$ cat src/rtl/md_start_ctrl_if.sv
`default_nettype none
// ============================================================================
//  Module      : md_start_ctrl_if
//  Description : Button / core handshake / status bundle for md_start_ctrl.
//                master = start controller, slave = board and core side.
//  Revision    : 1.0  initial release
// ============================================================================
interface md_start_ctrl_if;
    logic       md_start_push;   // raw button, 1 = released, 0 = pressed
    logic       md_done;         // core completion strobe
    logic       md_match;        // core result matches, qualified by md_done
    logic       md_start;        // one-cycle start pulse to the core
    logic       busy;
    logic       good;
    logic       bad;
    logic       timeout;
    logic [1:0] state_dbg;

    modport master (
        input  md_start_push, md_done, md_match,
        output md_start, busy, good, bad, timeout, state_dbg
    );

    modport slave (
        output md_start_push, md_done, md_match,
        input  md_start, busy, good, bad, timeout, state_dbg
    );
endinterface
`default_nettype wire

$ cat src/rtl/md_start_ctrl.sv
`default_nettype none
// ============================================================================
//  Module      : md_start_ctrl
//  Description : Debounces the active-low start button, issues one start
//                pulse per accepted press, supervises the run with a timeout
//                and latches the pass/fail verdict.
//  Revision    : 1.0  initial release
// ============================================================================
module md_start_ctrl #(
    parameter int DEBOUNCE_CYCLES = 16,
    parameter int CNT_W           = 8,
    parameter int TIMEOUT_CYCLES  = 20000,
    parameter int TO_W            = 16
) (
    input  logic             clk,
    input  logic             rst,
    md_start_ctrl_if.master  bus
);

    typedef enum logic [1:0] {
        ST_IDLE  = 2'd0,
        ST_START = 2'd1,
        ST_WAIT  = 2'd2,
        ST_DONE  = 2'd3
    } state_t;

    localparam logic [CNT_W-1:0] DEB_MAX = CNT_W'(DEBOUNCE_CYCLES - 1);
    localparam logic [TO_W-1:0]  TO_MAX  = TO_W'(TIMEOUT_CYCLES - 1);

    logic             sync1_q;
    logic             sync2_q;
    logic             deb_q;
    logic             deb_prev_q;
    logic [CNT_W-1:0] cnt_q;
    logic [TO_W-1:0]  to_cnt_q;
    state_t           state_q;
    logic             md_start_q;
    logic             busy_q;
    logic             good_q;
    logic             bad_q;
    logic             timeout_q;
    logic             press_evt;

    // Two-flop synchronizer for the asynchronous button; idles at released.
    always_ff @(posedge clk or posedge rst) begin
        if (rst) begin
            sync1_q <= 1'b1;
            sync2_q <= 1'b1;
        end else begin
            sync1_q <= bus.md_start_push;
            sync2_q <= sync1_q;
        end
    end

    // Accept a new level only after DEBOUNCE_CYCLES consecutive differing samples.
    always_ff @(posedge clk or posedge rst) begin
        if (rst) begin
            deb_q      <= 1'b1;
            deb_prev_q <= 1'b1;
            cnt_q      <= '0;
        end else begin
            deb_prev_q <= deb_q;
            if (sync2_q == deb_q) begin
                cnt_q <= '0;
            end else if (cnt_q == DEB_MAX) begin
                deb_q <= sync2_q;
                cnt_q <= '0;
            end else begin
                cnt_q <= cnt_q + 1'b1;
            end
        end
    end

    // Only the falling edge of the debounced level is a press; release is silent.
    assign press_evt = deb_prev_q & ~deb_q;

    // Run supervisor; every output is set on the edge that enters its state.
    always_ff @(posedge clk or posedge rst) begin
        if (rst) begin
            state_q    <= ST_IDLE;
            md_start_q <= 1'b0;
            busy_q     <= 1'b0;
            good_q     <= 1'b0;
            bad_q      <= 1'b0;
            timeout_q  <= 1'b0;
            to_cnt_q   <= '0;
        end else begin
            case (state_q)
                ST_IDLE: begin
                    // md_done is deliberately ignored here
                    if (press_evt) begin
                        state_q    <= ST_START;
                        md_start_q <= 1'b1;
                        busy_q     <= 1'b1;
                        good_q     <= 1'b0;
                        bad_q      <= 1'b0;
                        timeout_q  <= 1'b0;
                        to_cnt_q   <= '0;
                    end
                end
                ST_START: begin
                    state_q    <= ST_WAIT;
                    md_start_q <= 1'b0;
                    to_cnt_q   <= '0;
                end
                ST_WAIT: begin
                    // A completion in the terminal cycle takes priority over the timeout
                    if (bus.md_done) begin
                        state_q   <= ST_DONE;
                        busy_q    <= 1'b0;
                        good_q    <= bus.md_match;
                        bad_q     <= ~bus.md_match;
                        timeout_q <= 1'b0;
                    end else if (to_cnt_q == TO_MAX) begin
                        state_q   <= ST_DONE;
                        busy_q    <= 1'b0;
                        good_q    <= 1'b0;
                        bad_q     <= 1'b1;
                        timeout_q <= 1'b1;
                    end else begin
                        to_cnt_q  <= to_cnt_q + 1'b1;
                    end
                end
                default: begin
                    // ST_DONE: verdict stays latched until the next start
                    state_q <= ST_IDLE;
                end
            endcase
        end
    end

    assign bus.md_start  = md_start_q;
    assign bus.busy      = busy_q;
    assign bus.good      = good_q;
    assign bus.bad       = bad_q;
    assign bus.timeout   = timeout_q;
    assign bus.state_dbg = state_q;

endmodule
`default_nettype wire

$ cat src/flat_wrapper.sv
// flat-port wrapper written by rule: the top's interface ports become plain ports
module md_start_ctrl_flat 
#(
    parameter int DEBOUNCE_CYCLES = 16,
    parameter int CNT_W           = 8,
    parameter int TIMEOUT_CYCLES  = 20000,
    parameter int TO_W            = 16
)
  (clk, rst, bus_md_start_push, bus_md_done, bus_md_match, bus_md_start, bus_busy, bus_good, bus_bad, bus_timeout, bus_state_dbg);
  md_start_ctrl_if bus_i ();
  input  logic clk;
  input  logic rst;
  input wire logic [$bits(bus_i.md_start_push)-1:0] bus_md_start_push;
  input wire logic [$bits(bus_i.md_done)-1:0] bus_md_done;
  input wire logic [$bits(bus_i.md_match)-1:0] bus_md_match;
  output wire logic [$bits(bus_i.md_start)-1:0] bus_md_start;
  output wire logic [$bits(bus_i.busy)-1:0] bus_busy;
  output wire logic [$bits(bus_i.good)-1:0] bus_good;
  output wire logic [$bits(bus_i.bad)-1:0] bus_bad;
  output wire logic [$bits(bus_i.timeout)-1:0] bus_timeout;
  output wire logic [$bits(bus_i.state_dbg)-1:0] bus_state_dbg;
  assign bus_i.md_start_push = bus_md_start_push;
  assign bus_i.md_done = bus_md_done;
  assign bus_i.md_match = bus_md_match;
  assign bus_md_start = bus_i.md_start;
  assign bus_busy = bus_i.busy;
  assign bus_good = bus_i.good;
  assign bus_bad = bus_i.bad;
  assign bus_timeout = bus_i.timeout;
  assign bus_state_dbg = bus_i.state_dbg;
  md_start_ctrl #(.DEBOUNCE_CYCLES(DEBOUNCE_CYCLES), .CNT_W(CNT_W), .TIMEOUT_CYCLES(TIMEOUT_CYCLES), .TO_W(TO_W)) u_core (.clk(clk), .rst(rst), .bus(bus_i));
endmodule
$ cat config.mk
export PLATFORM = sky130hd
export DESIGN_NAME = md_start_ctrl_flat
export DESIGN_NICKNAME = d
export VERILOG_FILES = /design/src/rtl/md_start_ctrl_if.sv /design/src/rtl/md_start_ctrl.sv /design/src/flat_wrapper.sv
export SDC_FILE = /design/constraint.sdc
export NUM_CORES = 1
export LEC_CHECK = 0
export BUFFER_PORTS_ARGS = -buffer_cell sky130_fd_sc_hd__buf_4
export CAP_MARGIN = 20
export CORE_UTILIZATION = 60
export CTS_CLUSTER_DIAMETER = 120
export CTS_CLUSTER_SIZE = 8
export DETAILED_ROUTE_END_ITERATION = 10
export HOLD_SLACK_MARGIN = 0.03
export MAX_ROUTING_LAYER = met4
export PLACE_DENSITY_LB_ADDON = 0.12
export SYNTH_ARGS = -nofsm -noshare
export SYNTH_HDL_FRONTEND = slang
export SYNTH_SLANG_ARGS = --single-unit
$ cat constraint.sdc
create_clock -name clk -period 2.43 [get_ports clk]
set_input_delay 0.1215 -clock clk [delete_from_list [all_inputs] [get_ports clk]]
set_output_delay 0.1215 -clock clk [all_outputs]
set_load 0.005 [all_outputs]
==> flow_summary.yaml <==
timing:
  finalCriticalPeriod_ps: 2200
  worst_slack_ps: 233
  finalMaxSlewViolations: 0
  slew_headroom_pct: 63.2
  tightest_slew_ps: 552
  max_freq_mhz: 455
  finClkSkew_ps: 11.9
  setup_viol: 0
  period_share_pct: 90.4
  tns_ps: 0
  rsz0062_at_grt: "no"
  hold_viol: 0
placement:
  dpl.hpwl_um: 2740
  dpl.cell_count: 236
  place_ws_ps: 251
  portBuffers: 11
  gp_congestion: 0.874
worst_setup_path:
  path_class: "flip-flop to flip-flop"
  worstPathCellList: "inv_1 > ha_1 > a221o_1 > or2_1 > o311ai_2"
  rr_worst_depth: 5
  arrival_ps: 2450
  critical_path.slowest_cell: "a221o_1"
  end_kind: "flip-flop"
  critPathTopFamily: "compound AO/OA/AOI/OAI gates"
  regToRegSetupSlack_ps: 230
  critPathLaunch: "u_core.bus.state_dbg[0]"
  timing.rr.end: "u_core.to_cnt_q[15]"
  crit_path_max_incr_delay_ps: 570
  path_buf_inv: 1
  crit_required_ps: 2690
  cp_max_fo: 17
  cp-start-kind: "flip-flop"
  r2r-start: "u_core.bus.state_dbg[0]"
final_layout:
  antennaDiodeCount: 0
  nets: 213
  area_growth_pct: 8.45
  multi_input_comb_area_mm2: 0.00102
  fill_cells: 253
  final_cell_count_no_fill: 247
  drive_gt1_share_pct: 16.7
  final_common_cell: "dfrtp_1"
  layout_common_cells: "31 x dfrtp_1, 15 x o31ai_1, 13 x buf_4"
  regArea_um2: 881
pwr:
  internal_power_w: 0.00104
  p_leak_nw: 0.906
  power_density_mw_per_mm2: 796
  comb_power_share_pct: 39.3
  netSwitchingPower_w: 0.000674
  p_seq_share_pct: 42.7
  sw_frac_of_total_pct: 39.3
  p_clk_share_pct: 18.0
  ir_drop_mv: 0.735
logic_synthesis:
  yosysUniqueCellTypes: 51
  ys_ff_latch: 35
  synthArstFlopShare_pct: 100
  syn_nets: 201
  synthCells: 190
  syn_area_per_cell_um2: 10.4
  yosysSeqAreaShare_pct: 44.4
  synth_flop_cell: "dfrtp_1"
  synth-edff-count: 0
  syn_area_mm2: 0.00198
  ys_warn_count: 0
grt:
  grt_pass1_wl_um: 6840
  grt_pass1_vias: 1474
  antenna_found_initial: 0
  overflow: 0
  grt_use_total_pct: 27.0
  grt_max_degree: 36
routing:
  drtIter0Drc: 153
  drtPass1Iterations: 4
  drc_errors: 0
  ant_nets: 0
  wl_um: 3970
  viasPerCell: 6.36
  num_vias: 1570
  post_drt_wl_per_cell_um: 16.1
run:
  cap_violations: 0
cts:
  cts_tree: "done"
  clk_pin_slew_worst_paths_ps: 110
  cts_made_buffers: 5
  clk_latency_ps: 340
  htree_levels: 2
  clock_path_buffers: 2
  cts_sinks: 35
  cts-root-buf: "clkbuf_4"
  post-cts-setup-buffers: 0
floorplanning:
  pin_count: 12
  std_cell_rows: 20
  initial_core_util_pct: 64.0
  core_area_mm2: 0.00310
  fp.dieW_um: 59.5
  die_h_um: 59.5
  die_area_mm2: 0.00354
hold_path:
  holdCritPathClass: "input pin to flip-flop"
  hold_depth: 4
  min_to: "u_core.bus.bad"
  hold_start: "bus_md_match"
run_status:
  status: "complete, no violations"
## synth_stat cells, drive strengths merged, types with 3 or more instances
library cell,n,share of area (%)
inv,4,0.76
nand3,8,2.3
nor2,8,1.5
dfstp,4,5.3
xnor2,3,1.3
nand2,12,2.3
ha,6,3.8
and4,3,1.6
and2,5,1.6
o21ai,14,3.5
a21oi,7,1.8
nand4,7,2.5
xor2,5,2.2
o41ai,6,3.0
dfrtp,31,39
o31ai,15,5.7
clkbuf,4,0.76
o31a,3,1.3
nand3b,4,1.5
buf,7,2.7
## metal layers
layer	global-route usage (%)	vias to the layer above	routed length, µm
li1	-	758	-
met1	34.7	768	1760
met2	41.4	34	1960
met3	6.77	10	161
met4	9.97	0	85
met5	-	-	0
## power by group through the flow
stage	registers [W]	clock network, W	logic [W]
5_1_grt	0.000742	0.000342	0.000755
3_3_place_gp	0.000734	0	0.000633
6_report	0.000731	0.000308	0.000674
2_1_floorplan	0.000731	0	0.000491
3_5_place_dp	0.000740	0	0.000665
4_1_cts	0.000730	0.000314	0.000674
## final cells by class
cell class | count | area share [%]
Tap cell | 44 | 2.56
Multi-Input combinational cell | 140 | 47.4
Inverter | 4 | 0.698
Clock inverter | 2 | 0.581
Clock buffer | 6 | 1.92
Sequential cell | 35 | 40.9
Timing Repair Buffer | 16 | 5.93
## worst min-delay path, stage by stage
cell	delay, ps
buf_4	80
nand2_1	80
nand3_1	90
o211ai_1	110
## state kept, by name, summed over array words and instances, names as in the netlist
name                  count
u_core.to_cnt_q          16
u_core.sync1_q            1
u_core.deb_q              1
u_core.bus.bad            1
u_core.bus.good           1
u_core.bus.state_dbg      2
u_core.bus.md_start       1
u_core.bus.busy           1
u_core.cnt_q              8
u_core.sync2_q            1
u_core.bus.timeout        1
u_core.deb_prev_q         1
## how the worst max path moves through the flow
stage                          endpoint  slack (ps)  cells past startpoint
finish              u_core.to_cnt_q[15]         230                      5
detailed placement  u_core.to_cnt_q[15]         250                      5
global placement    u_core.to_cnt_q[15]         340                      5
global route        u_core.to_cnt_q[15]          80                      5
CTS                 u_core.to_cnt_q[15]         240                      5
floorplan           u_core.to_cnt_q[15]         460                      7
## metrics by stage
| stage | utilization [%] | total power, W | cell area (µm²) | hold WS [ps] |
|---|---|---|---|---|
| after floorplan | - | 0.00122 | 1980 | 126 |
| after global placement | 66.7 | 0.00137 | 2070 | 243 |
| after detailed placement | 66.7 | 0.00141 | 2070 | 245 |
| after CTS | 69.4 | 0.00172 | 2150 | 194 |
| after global routing | 69.4 | 0.00184 | 2150 | 199 |
| final | 69.4 | 0.00171 | 2150 | 203 |
## kinds of logic after synthesis
group / after synthesis / synth area share [%]
simple gates: 65 / 20.9
compound gates: 59 / 22.1
flops: 35 / 44.4
buf+inv: 15 / 4.22
xor+xnor: 8 / 3.53
fa+ha+maj: 6 / 3.78
mux: 2 / 1.13
## what timing repair did
item,in CTS,in global routing
hold buffers,3,0
resized for setup,0,0
endpoints found under the hold margin,33,0
No activity file was read; power rests on OpenSTA's default activity.
